`src/rtl/ipif_master_pkg.sv`:
```
// Shared types and constants for the IPIF register-bus initiator.
// Imported by the initiator top level and its chip-enable decoder.
package ipif_master_pkg;

    typedef enum logic [1:0] {
        IDLE,
        ACCESS,
        RESP
    } state_t;

    localparam int REG_BYTE_STRIDE = 4;

    // Index ports stay at least one bit wide even when only one target exists.
    function automatic int idx_width(input int n);
        return (n > 1) ? $clog2(n) : 1;
    endfunction

endpackage

```
`src/rtl/ipif_master_if.sv`:
```
// IPIF bus bundle between the initiator (master) and a register-decoded responder (slave).
interface ipif_master_if #(
    parameter int ADDR_W = 32,
    parameter int DATA_W = 32,
    parameter int N_CS   = 1,
    parameter int N_REG  = 4
);
    logic                      IPIF_Bus2IP_resetn;
    logic [ADDR_W-1:0]         IPIF_Bus2IP_Addr;
    logic                      IPIF_Bus2IP_RNW;
    logic [DATA_W/8-1:0]       IPIF_Bus2IP_BE;
    logic [N_CS-1:0]           IPIF_Bus2IP_CS;
    logic [N_CS*N_REG-1:0]     IPIF_Bus2IP_RdCE;
    logic [N_CS*N_REG-1:0]     IPIF_Bus2IP_WrCE;
    logic [DATA_W-1:0]         IPIF_Bus2IP_Data;
    logic [DATA_W-1:0]         IPIF_IP2Bus_Data;
    logic                      IPIF_IP2Bus_WrAck;
    logic                      IPIF_IP2Bus_RdAck;
    logic                      IPIF_IP2Bus_Error;

    modport master (
        output IPIF_Bus2IP_resetn, IPIF_Bus2IP_Addr, IPIF_Bus2IP_RNW, IPIF_Bus2IP_BE,
               IPIF_Bus2IP_CS, IPIF_Bus2IP_RdCE, IPIF_Bus2IP_WrCE, IPIF_Bus2IP_Data,
        input  IPIF_IP2Bus_Data, IPIF_IP2Bus_WrAck, IPIF_IP2Bus_RdAck, IPIF_IP2Bus_Error
    );

    modport slave (
        input  IPIF_Bus2IP_resetn, IPIF_Bus2IP_Addr, IPIF_Bus2IP_RNW, IPIF_Bus2IP_BE,
               IPIF_Bus2IP_CS, IPIF_Bus2IP_RdCE, IPIF_Bus2IP_WrCE, IPIF_Bus2IP_Data,
        output IPIF_IP2Bus_Data, IPIF_IP2Bus_WrAck, IPIF_IP2Bus_RdAck, IPIF_IP2Bus_Error
    );

endinterface

```
`src/rtl/ipif_master_ce_decode.sv`:
```
// Combinational map from (chip select, register, direction) to one-hot CS/RdCE/WrCE.
// Out-of-range indices produce all-zero vectors and a cleared o_idx_ok.
module ipif_ce_decode
    import ipif_master_pkg::*;
#(
    parameter int N_CS  = 1,
    parameter int N_REG = 4,
    localparam int CS_W  = idx_width(N_CS),
    localparam int REG_W = idx_width(N_REG)
) (
    input  logic [CS_W-1:0]         i_cs_idx,
    input  logic [REG_W-1:0]        i_reg_idx,
    input  logic                    i_rnw,
    output logic                    o_idx_ok,
    output logic [N_CS-1:0]         o_cs,
    output logic [N_CS*N_REG-1:0]   o_rdce,
    output logic [N_CS*N_REG-1:0]   o_wrce
);

    always_comb begin
        o_idx_ok = (int'(i_cs_idx) < N_CS) && (int'(i_reg_idx) < N_REG);
        o_cs     = '0;
        o_rdce   = '0;
        o_wrce   = '0;
        for (int c = 0; c < N_CS; c++) begin
            o_cs[c] = o_idx_ok && (int'(i_cs_idx) == c);
        end
        // CE bits are laid out chip-select major: bit = cs*N_REG + reg.
        for (int i = 0; i < N_CS * N_REG; i++) begin
            o_rdce[i] = o_idx_ok &&  i_rnw && ((int'(i_cs_idx) * N_REG + int'(i_reg_idx)) == i);
            o_wrce[i] = o_idx_ok && !i_rnw && ((int'(i_cs_idx) * N_REG + int'(i_reg_idx)) == i);
        end
    end

endmodule

```
`src/rtl/ipif_master.sv`:
```
// IPIF register-bus initiator: one command at a time becomes a CS/CE strobe cycle,
// terminated by the responder acknowledge or by a watchdog, then returned as a response.
module ipif_master
    import ipif_master_pkg::*;
#(
    parameter int C_S_AXI_ADDR_WIDTH = 32,
    parameter int C_S_AXI_DATA_WIDTH = 32,
    parameter int N_CS               = 1,
    parameter int N_REG              = 4,
    parameter int TIMEOUT            = 16,
    localparam int CS_W  = idx_width(N_CS),
    localparam int REG_W = idx_width(N_REG)
) (
    input  logic                            clk,
    input  logic                            reset,
    input  logic                            cmd_valid,
    output logic                            cmd_ready,
    input  logic                            cmd_rnw,
    input  logic [CS_W-1:0]                 cmd_cs_idx,
    input  logic [REG_W-1:0]                cmd_reg_idx,
    input  logic [C_S_AXI_DATA_WIDTH-1:0]   cmd_wdata,
    input  logic [C_S_AXI_DATA_WIDTH/8-1:0] cmd_be,
    output logic                            rsp_valid,
    input  logic                            rsp_ready,
    output logic [C_S_AXI_DATA_WIDTH-1:0]   rsp_rdata,
    output logic                            rsp_error,
    ipif_master_if.master                   ipif
);

    localparam int CE_W  = N_CS * N_REG;
    localparam int BE_W  = C_S_AXI_DATA_WIDTH / 8;
    localparam int CNT_W = $clog2(TIMEOUT + 1);

    state_t                          r_state, w_next_state;

    logic                            r_cmd_ready, w_cmd_ready_nxt;
    logic                            r_rsp_valid, w_rsp_valid_nxt;
    logic [C_S_AXI_DATA_WIDTH-1:0]   r_rsp_rdata, w_rsp_rdata_nxt;
    logic                            r_rsp_error, w_rsp_error_nxt;
    logic                            r_resetn;
    logic [C_S_AXI_ADDR_WIDTH-1:0]   r_addr, w_addr_nxt;
    logic                            r_rnw, w_rnw_nxt;
    logic [BE_W-1:0]                 r_be, w_be_nxt;
    logic [N_CS-1:0]                 r_cs, w_cs_nxt;
    logic [CE_W-1:0]                 r_rdce, w_rdce_nxt;
    logic [CE_W-1:0]                 r_wrce, w_wrce_nxt;
    logic [C_S_AXI_DATA_WIDTH-1:0]   r_data, w_data_nxt;
    logic [CNT_W-1:0]                r_count, w_count_nxt;

    logic                            w_idx_ok;
    logic [N_CS-1:0]                 w_dec_cs;
    logic [CE_W-1:0]                 w_dec_rdce;
    logic [CE_W-1:0]                 w_dec_wrce;
    logic                            w_accept;
    logic                            w_ack;
    logic                            w_timeout;
    logic [C_S_AXI_ADDR_WIDTH-1:0]   w_cmd_addr;

    ipif_ce_decode #(
        .N_CS  (N_CS),
        .N_REG (N_REG)
    ) u_ce_decode (
        .i_cs_idx  (cmd_cs_idx),
        .i_reg_idx (cmd_reg_idx),
        .i_rnw     (cmd_rnw),
        .o_idx_ok  (w_idx_ok),
        .o_cs      (w_dec_cs),
        .o_rdce    (w_dec_rdce),
        .o_wrce    (w_dec_wrce)
    );

    assign w_accept   = (r_state == IDLE) && r_cmd_ready && cmd_valid;
    // Only the acknowledge matching the latched direction terminates the access.
    assign w_ack      = r_rnw ? ipif.IPIF_IP2Bus_RdAck : ipif.IPIF_IP2Bus_WrAck;
    assign w_timeout  = (r_count == CNT_W'(TIMEOUT - 1));
    assign w_cmd_addr = C_S_AXI_ADDR_WIDTH'((int'(cmd_cs_idx) * N_REG + int'(cmd_reg_idx))
                                            * REG_BYTE_STRIDE);

    always_ff @(posedge clk) begin
        if (reset) begin
            r_state <= IDLE;
        end else begin
            r_state <= w_next_state;
        end
    end

    always_comb begin
        w_next_state = r_state;
        case (r_state)
            IDLE:    if (w_accept) w_next_state = w_idx_ok ? ACCESS : RESP;
            ACCESS:  if (w_ack || w_timeout) w_next_state = RESP;
            RESP:    if (r_rsp_valid && rsp_ready) w_next_state = IDLE;
            default: w_next_state = IDLE;
        endcase
    end

    // Computes the next value of every registered output; strobes default low.
    always_comb begin
        w_cmd_ready_nxt = (w_next_state == IDLE);
        w_rsp_valid_nxt = (w_next_state == RESP);
        w_rsp_rdata_nxt = r_rsp_rdata;
        w_rsp_error_nxt = r_rsp_error;
        w_addr_nxt      = r_addr;
        w_rnw_nxt       = r_rnw;
        w_be_nxt        = r_be;
        w_data_nxt      = r_data;
        w_cs_nxt        = '0;
        w_rdce_nxt      = '0;
        w_wrce_nxt      = '0;
        w_count_nxt     = '0;
        case (r_state)
            IDLE: begin
                if (w_accept) begin
                    w_rsp_rdata_nxt = '0;
                    w_rsp_error_nxt = !w_idx_ok;
                    if (w_idx_ok) begin
                        w_cs_nxt   = w_dec_cs;
                        w_rdce_nxt = w_dec_rdce;
                        w_wrce_nxt = w_dec_wrce;
                        w_addr_nxt = w_cmd_addr;
                        w_rnw_nxt  = cmd_rnw;
                        w_be_nxt   = cmd_be;
                        w_data_nxt = cmd_wdata;
                    end
                end
            end
            ACCESS: begin
                if (w_ack) begin
                    w_rsp_error_nxt = ipif.IPIF_IP2Bus_Error;
                    w_rsp_rdata_nxt = (r_rnw && !ipif.IPIF_IP2Bus_Error) ?
                                      ipif.IPIF_IP2Bus_Data : '0;
                end else if (w_timeout) begin
                    w_rsp_error_nxt = 1'b1;
                    w_rsp_rdata_nxt = '0;
                end else begin
                    w_cs_nxt    = r_cs;
                    w_rdce_nxt  = r_rdce;
                    w_wrce_nxt  = r_wrce;
                    w_count_nxt = r_count + CNT_W'(1);
                end
            end
            default: ;
        endcase
    end

    always_ff @(posedge clk) begin
        r_resetn <= !reset;
        if (reset) begin
            r_cmd_ready <= 1'b0;
            r_rsp_valid <= 1'b0;
            r_rsp_rdata <= '0;
            r_rsp_error <= 1'b0;
            r_addr      <= '0;
            r_rnw       <= 1'b0;
            r_be        <= '0;
            r_cs        <= '0;
            r_rdce      <= '0;
            r_wrce      <= '0;
            r_data      <= '0;
            r_count     <= '0;
        end else begin
            r_cmd_ready <= w_cmd_ready_nxt;
            r_rsp_valid <= w_rsp_valid_nxt;
            r_rsp_rdata <= w_rsp_rdata_nxt;
            r_rsp_error <= w_rsp_error_nxt;
            r_addr      <= w_addr_nxt;
            r_rnw       <= w_rnw_nxt;
            r_be        <= w_be_nxt;
            r_cs        <= w_cs_nxt;
            r_rdce      <= w_rdce_nxt;
            r_wrce      <= w_wrce_nxt;
            r_data      <= w_data_nxt;
            r_count     <= w_count_nxt;
        end
    end

    assign cmd_ready               = r_cmd_ready;
    assign rsp_valid               = r_rsp_valid;
    assign rsp_rdata               = r_rsp_rdata;
    assign rsp_error               = r_rsp_error;
    assign ipif.IPIF_Bus2IP_resetn = r_resetn;
    assign ipif.IPIF_Bus2IP_Addr   = r_addr;
    assign ipif.IPIF_Bus2IP_RNW    = r_rnw;
    assign ipif.IPIF_Bus2IP_BE     = r_be;
    assign ipif.IPIF_Bus2IP_CS     = r_cs;
    assign ipif.IPIF_Bus2IP_RdCE   = r_rdce;
    assign ipif.IPIF_Bus2IP_WrCE   = r_wrce;
    assign ipif.IPIF_Bus2IP_Data   = r_data;

endmodule
```
`src/flat_wrapper.sv`:
```
// flat-port wrapper written by rule: the top's interface ports become plain ports
module ipif_master_flat import ipif_master_pkg::*;
#(
    parameter int C_S_AXI_ADDR_WIDTH = 32,
    parameter int C_S_AXI_DATA_WIDTH = 32,
    parameter int N_CS               = 1,
    parameter int N_REG              = 4,
    parameter int TIMEOUT            = 16,
    localparam int CS_W  = idx_width(N_CS),
    localparam int REG_W = idx_width(N_REG)
)
  (clk, reset, cmd_valid, cmd_ready, cmd_rnw, cmd_cs_idx, cmd_reg_idx, cmd_wdata, cmd_be, rsp_valid, rsp_ready, rsp_rdata, rsp_error, ipif_IPIF_Bus2IP_resetn, ipif_IPIF_Bus2IP_Addr, ipif_IPIF_Bus2IP_RNW, ipif_IPIF_Bus2IP_BE, ipif_IPIF_Bus2IP_CS, ipif_IPIF_Bus2IP_RdCE, ipif_IPIF_Bus2IP_WrCE, ipif_IPIF_Bus2IP_Data, ipif_IPIF_IP2Bus_Data, ipif_IPIF_IP2Bus_WrAck, ipif_IPIF_IP2Bus_RdAck, ipif_IPIF_IP2Bus_Error);
  ipif_master_if #(.N_CS(N_CS), .N_REG(N_REG)) ipif_i ();
  input  logic clk;
  input  logic reset;
  input  logic cmd_valid;
  output logic cmd_ready;
  input  logic cmd_rnw;
  input  logic [CS_W-1:0] cmd_cs_idx;
  input  logic [REG_W-1:0] cmd_reg_idx;
  input  logic [C_S_AXI_DATA_WIDTH-1:0] cmd_wdata;
  input  logic [C_S_AXI_DATA_WIDTH/8-1:0] cmd_be;
  output logic rsp_valid;
  input  logic rsp_ready;
  output logic [C_S_AXI_DATA_WIDTH-1:0] rsp_rdata;
  output logic rsp_error;
  output wire logic [$bits(ipif_i.IPIF_Bus2IP_resetn)-1:0] ipif_IPIF_Bus2IP_resetn;
  output wire logic [$bits(ipif_i.IPIF_Bus2IP_Addr)-1:0] ipif_IPIF_Bus2IP_Addr;
  output wire logic [$bits(ipif_i.IPIF_Bus2IP_RNW)-1:0] ipif_IPIF_Bus2IP_RNW;
  output wire logic [$bits(ipif_i.IPIF_Bus2IP_BE)-1:0] ipif_IPIF_Bus2IP_BE;
  output wire logic [$bits(ipif_i.IPIF_Bus2IP_CS)-1:0] ipif_IPIF_Bus2IP_CS;
  output wire logic [$bits(ipif_i.IPIF_Bus2IP_RdCE)-1:0] ipif_IPIF_Bus2IP_RdCE;
  output wire logic [$bits(ipif_i.IPIF_Bus2IP_WrCE)-1:0] ipif_IPIF_Bus2IP_WrCE;
  output wire logic [$bits(ipif_i.IPIF_Bus2IP_Data)-1:0] ipif_IPIF_Bus2IP_Data;
  input wire logic [$bits(ipif_i.IPIF_IP2Bus_Data)-1:0] ipif_IPIF_IP2Bus_Data;
  input wire logic [$bits(ipif_i.IPIF_IP2Bus_WrAck)-1:0] ipif_IPIF_IP2Bus_WrAck;
  input wire logic [$bits(ipif_i.IPIF_IP2Bus_RdAck)-1:0] ipif_IPIF_IP2Bus_RdAck;
  input wire logic [$bits(ipif_i.IPIF_IP2Bus_Error)-1:0] ipif_IPIF_IP2Bus_Error;
  assign ipif_IPIF_Bus2IP_resetn = ipif_i.IPIF_Bus2IP_resetn;
  assign ipif_IPIF_Bus2IP_Addr = ipif_i.IPIF_Bus2IP_Addr;
  assign ipif_IPIF_Bus2IP_RNW = ipif_i.IPIF_Bus2IP_RNW;
  assign ipif_IPIF_Bus2IP_BE = ipif_i.IPIF_Bus2IP_BE;
  assign ipif_IPIF_Bus2IP_CS = ipif_i.IPIF_Bus2IP_CS;
  assign ipif_IPIF_Bus2IP_RdCE = ipif_i.IPIF_Bus2IP_RdCE;
  assign ipif_IPIF_Bus2IP_WrCE = ipif_i.IPIF_Bus2IP_WrCE;
  assign ipif_IPIF_Bus2IP_Data = ipif_i.IPIF_Bus2IP_Data;
  assign ipif_i.IPIF_IP2Bus_Data = ipif_IPIF_IP2Bus_Data;
  assign ipif_i.IPIF_IP2Bus_WrAck = ipif_IPIF_IP2Bus_WrAck;
  assign ipif_i.IPIF_IP2Bus_RdAck = ipif_IPIF_IP2Bus_RdAck;
  assign ipif_i.IPIF_IP2Bus_Error = ipif_IPIF_IP2Bus_Error;
  ipif_master #(.C_S_AXI_ADDR_WIDTH(C_S_AXI_ADDR_WIDTH), .C_S_AXI_DATA_WIDTH(C_S_AXI_DATA_WIDTH), .N_CS(N_CS), .N_REG(N_REG), .TIMEOUT(TIMEOUT)) u_core (.clk(clk), .reset(reset), .cmd_valid(cmd_valid), .cmd_ready(cmd_ready), .cmd_rnw(cmd_rnw), .cmd_cs_idx(cmd_cs_idx), .cmd_reg_idx(cmd_reg_idx), .cmd_wdata(cmd_wdata), .cmd_be(cmd_be), .rsp_valid(rsp_valid), .rsp_ready(rsp_ready), .rsp_rdata(rsp_rdata), .rsp_error(rsp_error), .ipif(ipif_i));
endmodule
```
`config.mk`:
```
export PLATFORM = sky130hd
export DESIGN_NAME = ipif_master_flat
export DESIGN_NICKNAME = d
export VERILOG_FILES = /design/src/rtl/ipif_master_pkg.sv /design/src/rtl/ipif_master_if.sv /design/src/rtl/ipif_master_ce_decode.sv /design/src/rtl/ipif_master.sv /design/src/flat_wrapper.sv
export SDC_FILE = /design/constraint.sdc
export NUM_CORES = 1
export LEC_CHECK = 0
export ABC_AREA = 0
export ABC_CLOCK_PERIOD_IN_PS = 2000
export BUFFER_PORTS_ARGS = -buffer_cell sky130_fd_sc_hd__buf_2
export CAP_MARGIN = 20
export CORE_ASPECT_RATIO = 1.1
export CORE_UTILIZATION = 40
export DETAILED_ROUTE_END_ITERATION = 8
export MAX_ROUTING_LAYER = met4
export PLACE_DENSITY_LB_ADDON = 0.05
export SYNTH_ARGS = -nofsm -noshare
export SYNTH_HDL_FRONTEND = slang
export SYNTH_SLANG_ARGS = --single-unit
```
`constraint.sdc`:
```
create_clock -name clk -period 2 [get_ports clk]
set_clock_uncertainty 0.1 [all_clocks]
set_input_delay 0.4 -clock clk [delete_from_list [all_inputs] [get_ports clk]]
set_output_delay 0.4 -clock clk [all_outputs]
set_load 0.02 [all_outputs]
```
==> results.txt, run 1 <==
first-pass GRT wire length: 13.9 mm
HP Start: ipif_IPIF_IP2Bus_Data[19]
row count: 35
CP required: 2150 ps
Peak Freq: 524 MHz
H-tree depth: 3
RSZ-0062 raised after global routing: false
post-synthesis average cell area: 9.84 sq um
ANT nets after route: 0
drt pass-1 iters: 4
WHS Endpoint: u_core.rsp_rdata[19]$_SDFFE_PP0P_
fraction of layout cells with a size suffix above 1: 44.4%
initial antenna violation count: 0
Max clock buf depth: 2
Worst setup SP type: flip-flop
drt wl/cell: 13.8 microns
CTS tree: built
status: completed
# port buffers: 163
r2r setup slk: 90 ps
min cycle time layout: 1910 ps
Reg clk slew, reported paths: 90 ps
Arr. time, crit path: 2060 ps
Hold Vio Cnt, Final: 0
sequential area share after synthesis: 51.4%
R2R cell count: 7
Cell Area, Synth: 0.00358 sq mm
vias in the first global route: 2,872
Initial Util: 41.9%
Cells after DPL: 622
Cell Pwr Density: 787 mW/mm^2
reg2reg end: u_core.rsp_rdata[22]$_SDFFE_PP0P_
routability congestion estimate: 0.763
YS warnings: 0
Die H: 101 microns
largest net degree at the start of global routing: 43
hpwl dp: 6.11 mm
via total after detailed routing: 3,208
placed cell area: 0.00443 sq mm
DRC: 0
Die ar.: 0.00934 sq mm
CTS buffer count: 9
All-Layer GR Usage: 19.4%
core box area: 0.00854 sq mm
root buffer cell: clkbuf_8
Skew-Pair Late Insertion Delay: 350 ps
gr ovfl total: 0
fin area: 0.00465 sq mm
final wirelength: 8.81 mm
Cells on Worst Hold Path: 2
min-delay worst type: input pin to flip-flop
Synth Register Bits: 92
clock sink count: 92
reg2reg start: u_core.r_count[0]$_SDFF_PP0_
critical path class: flip-flop to flip-flop
setup slack after layout: 92.3 ps
setup TNS: 0 ps
max-cap violations: 0
pre-CTS setup slack: 46.1 ps
CTS Hold Bufs: 0
number of DRC markers in iteration 0: 69
Final Max Tran Viols: 0
Gate Count Post-Synth: 364
Layout area overhead: 29.7%
Ports: 193
nets: 603
vias per cell: 5.03
number of antenna diodes: 0
Max IR drop VDD: 0.383 mV
Yosys cell types: 41
LEAKAGE: 2.15 nW
worst hold slack: 160 ps
CP max FO: 18
Cell Count, Final, Fillers Out: 638
Worst setup EP type: flip-flop
Final setup viols: 0
period utilisation layout: 95.4%
Die Wd: 92.2 microns
==> how the worst max path moves through the flow <==
stage                                              endpoint  slack [ps]                          from  cells after the start
final                     u_core.rsp_rdata[22]$_SDFFE_PP0P_          90  u_core.r_count[0]$_SDFF_PP0_                      7
after detailed placement  u_core.rsp_rdata[23]$_SDFFE_PP0P_          50  u_core.r_count[0]$_SDFF_PP0_                      7
after global routing       u_core.rsp_rdata[9]$_SDFFE_PP0P_           4  u_core.r_count[0]$_SDFF_PP0_                      7
after global placement    u_core.rsp_rdata[10]$_SDFFE_PP0P_          90  u_core.r_count[0]$_SDFF_PP0_                      7
after floorplan            u_core.rsp_rdata[0]$_SDFFE_PP0P_          80  u_core.r_count[0]$_SDFF_PP0_                      7
after CTS                  u_core.rsp_rdata[2]$_SDFFE_PP0P_          30  u_core.r_count[0]$_SDFF_PP0_                      7
==> cells by family (layout without fill, tap and decap cells) <==
family                   count (synthesis)  after routing  share of synthesized area [%]
AO/OA/AOI/OAI                          127            127                           23.5
XOR/XNOR                                 2              2                          0.489
adder cells (fa/ha/maj)                  2              2                          0.698
buffers and inverters                   63            198                           11.2
flip-flops                              92             92                           51.4
multiplexers                             3              3                          0.908
other                                    1             29                          0.105
AND/OR/NAND/NOR                         74             74                           11.7
==> state kept, by name, summed over array words and instances, names as in the netlist, 2 cells and up <==
register / flops
u_core.r_state: 2
u_core.ipif.IPIF_Bus2IP_WrCE: 4
u_core.ipif.IPIF_Bus2IP_RdCE: 4
u_core.ipif.IPIF_Bus2IP_Data: 32
u_core.rsp_rdata: 32
u_core.ipif.IPIF_Bus2IP_Addr: 3
u_core.r_count: 5
u_core.ipif.IPIF_Bus2IP_BE: 4
==> power breakdown <==
group / leakage (nW) / internal, mW / switching (mW)
Sequential: 0.744 / 1.87 / 0.0240
Clock: 0.102 / 0.649 / 0.650
Combinational: 1.30 / 0.171 / 0.292
==> per-layer routing <==
layer  vias up  wire length [microns]  track usage, %
li1       1576                      -               -
met5         -                      0               -
met2       139                   4250            30.7
met4         0                     85            8.17
met3        10                    608            4.65
met1      1483                   3870            23.9
==> cells in the final DEF (no fill, tap or decap), types with 2 or more instances in the layout <==
master and instances:
buf_2 163, dfxtp_1 91, a21oi_1 42, nand3_1 41
o21ai_0 41, a22o_2 31, conb_1 29, clkbuf_8 11
buf_4 11, nor2_1 7, nand3b_1 4, nand2_1 4
buf_12 4, inv_1 3, nor3_1 3, a22o_1 3
nor2b_1 3, a32o_1 3, mux2_2 2, nor3b_2 2
and2_1 2, a31oi_1 2, clkinvlp_4 2
==> critical path, cell delays in order (launching register included) <==
cell,delay [ps]
dfxtp_2,350
ha_2,180
and3_1,170
ha_1,160
nor3b_1,60
a221o_2,400
buf_12,170
a22o_2,200
==> synthesized netlist by cell type <==
master,count,area [sq um]
nor3b_2,2,25.0
clkbuf_8,3,41.3
buf_2,6,30.0
a31oi_1,2,12.5
a221o_1,1,10.0
ha_1,2,25.0
and4b_1,1,10.0
inv_1,3,11.3
nand4b_1,1,8.76
buf_6,1,11.3
nor2_1,7,26.3
a221o_2,1,11.3
a21oi_1,42,210
o2bb2ai_1,1,8.76
xnor2_1,1,8.76
clkbuf_1,17,63.8
nand4_1,1,6.26
nor2b_1,3,18.8
a32o_1,3,30.0
xor2_1,1,8.76
buf_4,32,240
nand4bb_1,1,11.3
nand3b_1,4,30.0
a22o_2,31,310
o32ai_1,1,8.76
and2_1,2,12.5
a211oi_1,1,7.51
a22o_1,3,26.3
mux2_2,2,22.5
o21ai_0,41,205
conb_1,1,3.75
nand3_1,41,205
clkinv_1,1,3.75
and3_1,1,6.26
nor3b_1,1,7.51
and4b_2,1,11.3
nor3_1,3,15.0
dfxtp_1,92,1840
nand2_1,4,15.0
nor4bb_1,1,10.0
mux2i_1,1,10.0
==> what timing repair did <==
item | CTS | global route
setup buffers | 0 | 0
setup endpoints to repair | 0 | 33
resized for setup | 0 | 2
==> layout make-up <==
cell class | instances | area, sq um
Clock buffer | 11 | 151
Clock inverter | 5 | 58.8
Fill cell | 804 | 3890
Inverter | 4 | 15.0
Multi-Input combinational cell | 237 | 1460
Sequential cell | 92 | 1840
Tap cell | 111 | 139
Timing Repair Buffer | 178 | 978
==> metrics by stage <==
stage                     total power, mW  util [%]
after floorplan                      2.25         -
after global placement               2.40      51.9
after detailed placement             2.40      51.9
after CTS                            3.71      54.4
after global routing                 3.83      54.4
final                                3.66      54.4
No activity file was read; power rests on OpenSTA's default activity.
==> run 2: changes to the inputs <==
GPL_TIMING_DRIVEN = 0   (was default)
RECOVER_POWER = 50   (was default)
==> results.txt, run 2 (same netlist as run 1, synthesis figures left out) <==
drt wl/cell: 13.5 microns
critical path class: flip-flop to flip-flop
Worst setup SP type: flip-flop
clock sink count: 92
largest net degree at the start of global routing: 16
Fill cells: 844
Cell Pwr Density: 746 mW/mm^2
cell with the most instances on the worst path: ha_4
Reg clk slew, reported paths: 90 ps
# port buffers: 162
fin area: 0.00487 sq mm
CP max FO: 7
footprint of the multi-input gates: 0.00149 sq mm
Final Max Tran Viols: 0
Cell Count, Final, Fillers Out: 687
Die H: 101 microns
hpwl dp: 6.67 mm
Worst setup EP type: flip-flop
Ports: 193
LEAKAGE: 2.04 nW
Skew-Pair Late Insertion Delay: 350 ps
RSZ-0062 raised after global routing: true
All-Layer GR Usage: 19.7%
Initial Util: 41.9%
commonest non-fill, non-tap cells in the layout: buf_2, clkbuf_1, dfxtp_1
setup TNS: 0 ps
root buffer cell: clkbuf_8
core box area: 0.00854 sq mm
CP required: 2140 ps
CP Cell Sequence: ha_4 > and3_4 > ha_4 > nor3b_2 > a221o_2 > clkbuf_16 > a22o_2
fraction of layout cells with a size suffix above 1: 34.0%
Cells after DPL: 665
Arr. time, crit path: 2130 ps
drt pass-1 iters: 5
critical path's slowest cell: a221o_2
Peak Freq: 503 MHz
Max IR drop VDD: 0.430 mV
initial antenna violation count: 0
vias in the first global route: 2,987
CTS Hold Bufs: 0
CTS buffer count: 9
CTS tree: built
first-pass GRT wire length: 14.3 mm
max incr delay on CP: 490 ps
max-cap violations: 0
DRC: 0
via total after detailed routing: 3,334
row count: 35
Hold Vio Cnt, Final: 0
routability congestion estimate: 0.787
Die Wd: 92.2 microns
nets: 652
period utilisation layout: 99.4%
most common cell after layout, fill and taps aside: buf_2
ANT nets after route: 0
min cycle time layout: 1990 ps
number of antenna diodes: 0
final wirelength: 9.26 mm
status: completed
min-delay worst type: input pin to flip-flop
Max clock buf depth: 2
Die ar.: 0.00934 sq mm
Final setup viols: 0
Layout area overhead: 36.1%
vias per cell: 4.85
Register Area: 0.00185 sq mm
number of DRC markers in iteration 0: 145
gr ovfl total: 0
H-tree depth: 3
placed cell area: 0.00464 sq mm
==> run 2: cell count changes in the layout (fill, tap and decap cells not counted), sizes merged <==
cell	before	now
buf	178	136
clkinvlp	2	1
inv	4	3
clkbuf	11	101
clkinv	2	5
==> run 2: per-stage QoR <==
| step | util, % | setup slack (ps) | hold slack, ps | total power [mW] |
|---|---|---|---|---|
| floorplan | - | 76.1 | 318 | 2.25 |
| global placement | 54.3 | -77.7 | 328 | 2.43 |
| detailed placement | 54.3 | -160 | 341 | 2.43 |
| CTS | 56.9 | 13.6 | 149 | 3.65 |
| global route | 57.1 | -38.3 | 148 | 3.82 |
| finish | 57.1 | 11.1 | 168 | 3.63 |
==> run 2: worst paths after layout <==
| check | slack (ps) | startpoint | to | cells past startpoint |
|---|---|---|---|---|
| setup reg to reg | 10 | u_core.r_count[1]$_SDFF_PP0_ | u_core.rsp_rdata[16]$_SDFFE_PP0P_ | 7 |
| hold reg to reg | 380 | u_core.ipif.IPIF_Bus2IP_Addr[4]$_SDFFE_PP0P_ | u_core.ipif.IPIF_Bus2IP_Addr[4]$_SDFFE_PP0P_ | 1 |
| hold / removal | 170 | ipif_IPIF_IP2Bus_Data[19] | u_core.rsp_rdata[19]$_SDFFE_PP0P_ | 2 |
| setup / recovery | 10 | u_core.r_count[1]$_SDFF_PP0_ | u_core.rsp_rdata[16]$_SDFFE_PP0P_ | 7 |
==> run 2: cell type report <==
type / count / share of cell area (%)
Buffer: 59 / 8.01
Clock buffer: 10 / 2.62
Clock inverter: 6 / 1.33
Inverter: 4 / 0.308
Multi-Input combinational cell: 237 / 30.5
Sequential cell: 92 / 37.9
Tap cell: 111 / 2.85
Timing Repair Buffer: 168 / 16.5
==> run 2: layer usage <==
metal	GRT usage, %	routed length (microns)	vias to the layer above
met5	-	0	-
met3	3.98	570	15
met2	31.9	4420	134
met1	24.3	4110	1504
li1	-	-	1681
met4	7.45	157	0
==> run 2: what timing repair did <==
item,CTS,global route
gates resized for setup,4,10
pin swaps,1,4
setup endpoints to repair,33,33
cloned,0,2
buffers inserted,1,3
==> run 2: power by group <==
group          internal [mW]  switching (mW)  total, mW
clock                  0.579           0.635       1.21
sequential              1.87          0.0246       1.89
combinational          0.215           0.312      0.527
total                   2.66           0.971       3.63
==> run 2: critical path: cells and delay by family, from the launching register on <==
family | cells | cell delay (ps)
buffers and inverters | 1 | 210
adder cells (fa/ha/maj) | 2 | 280
flip-flops | 1 | 360
AND/OR/NAND/NOR | 2 | 230
AO/OA/AOI/OAI | 2 | 690
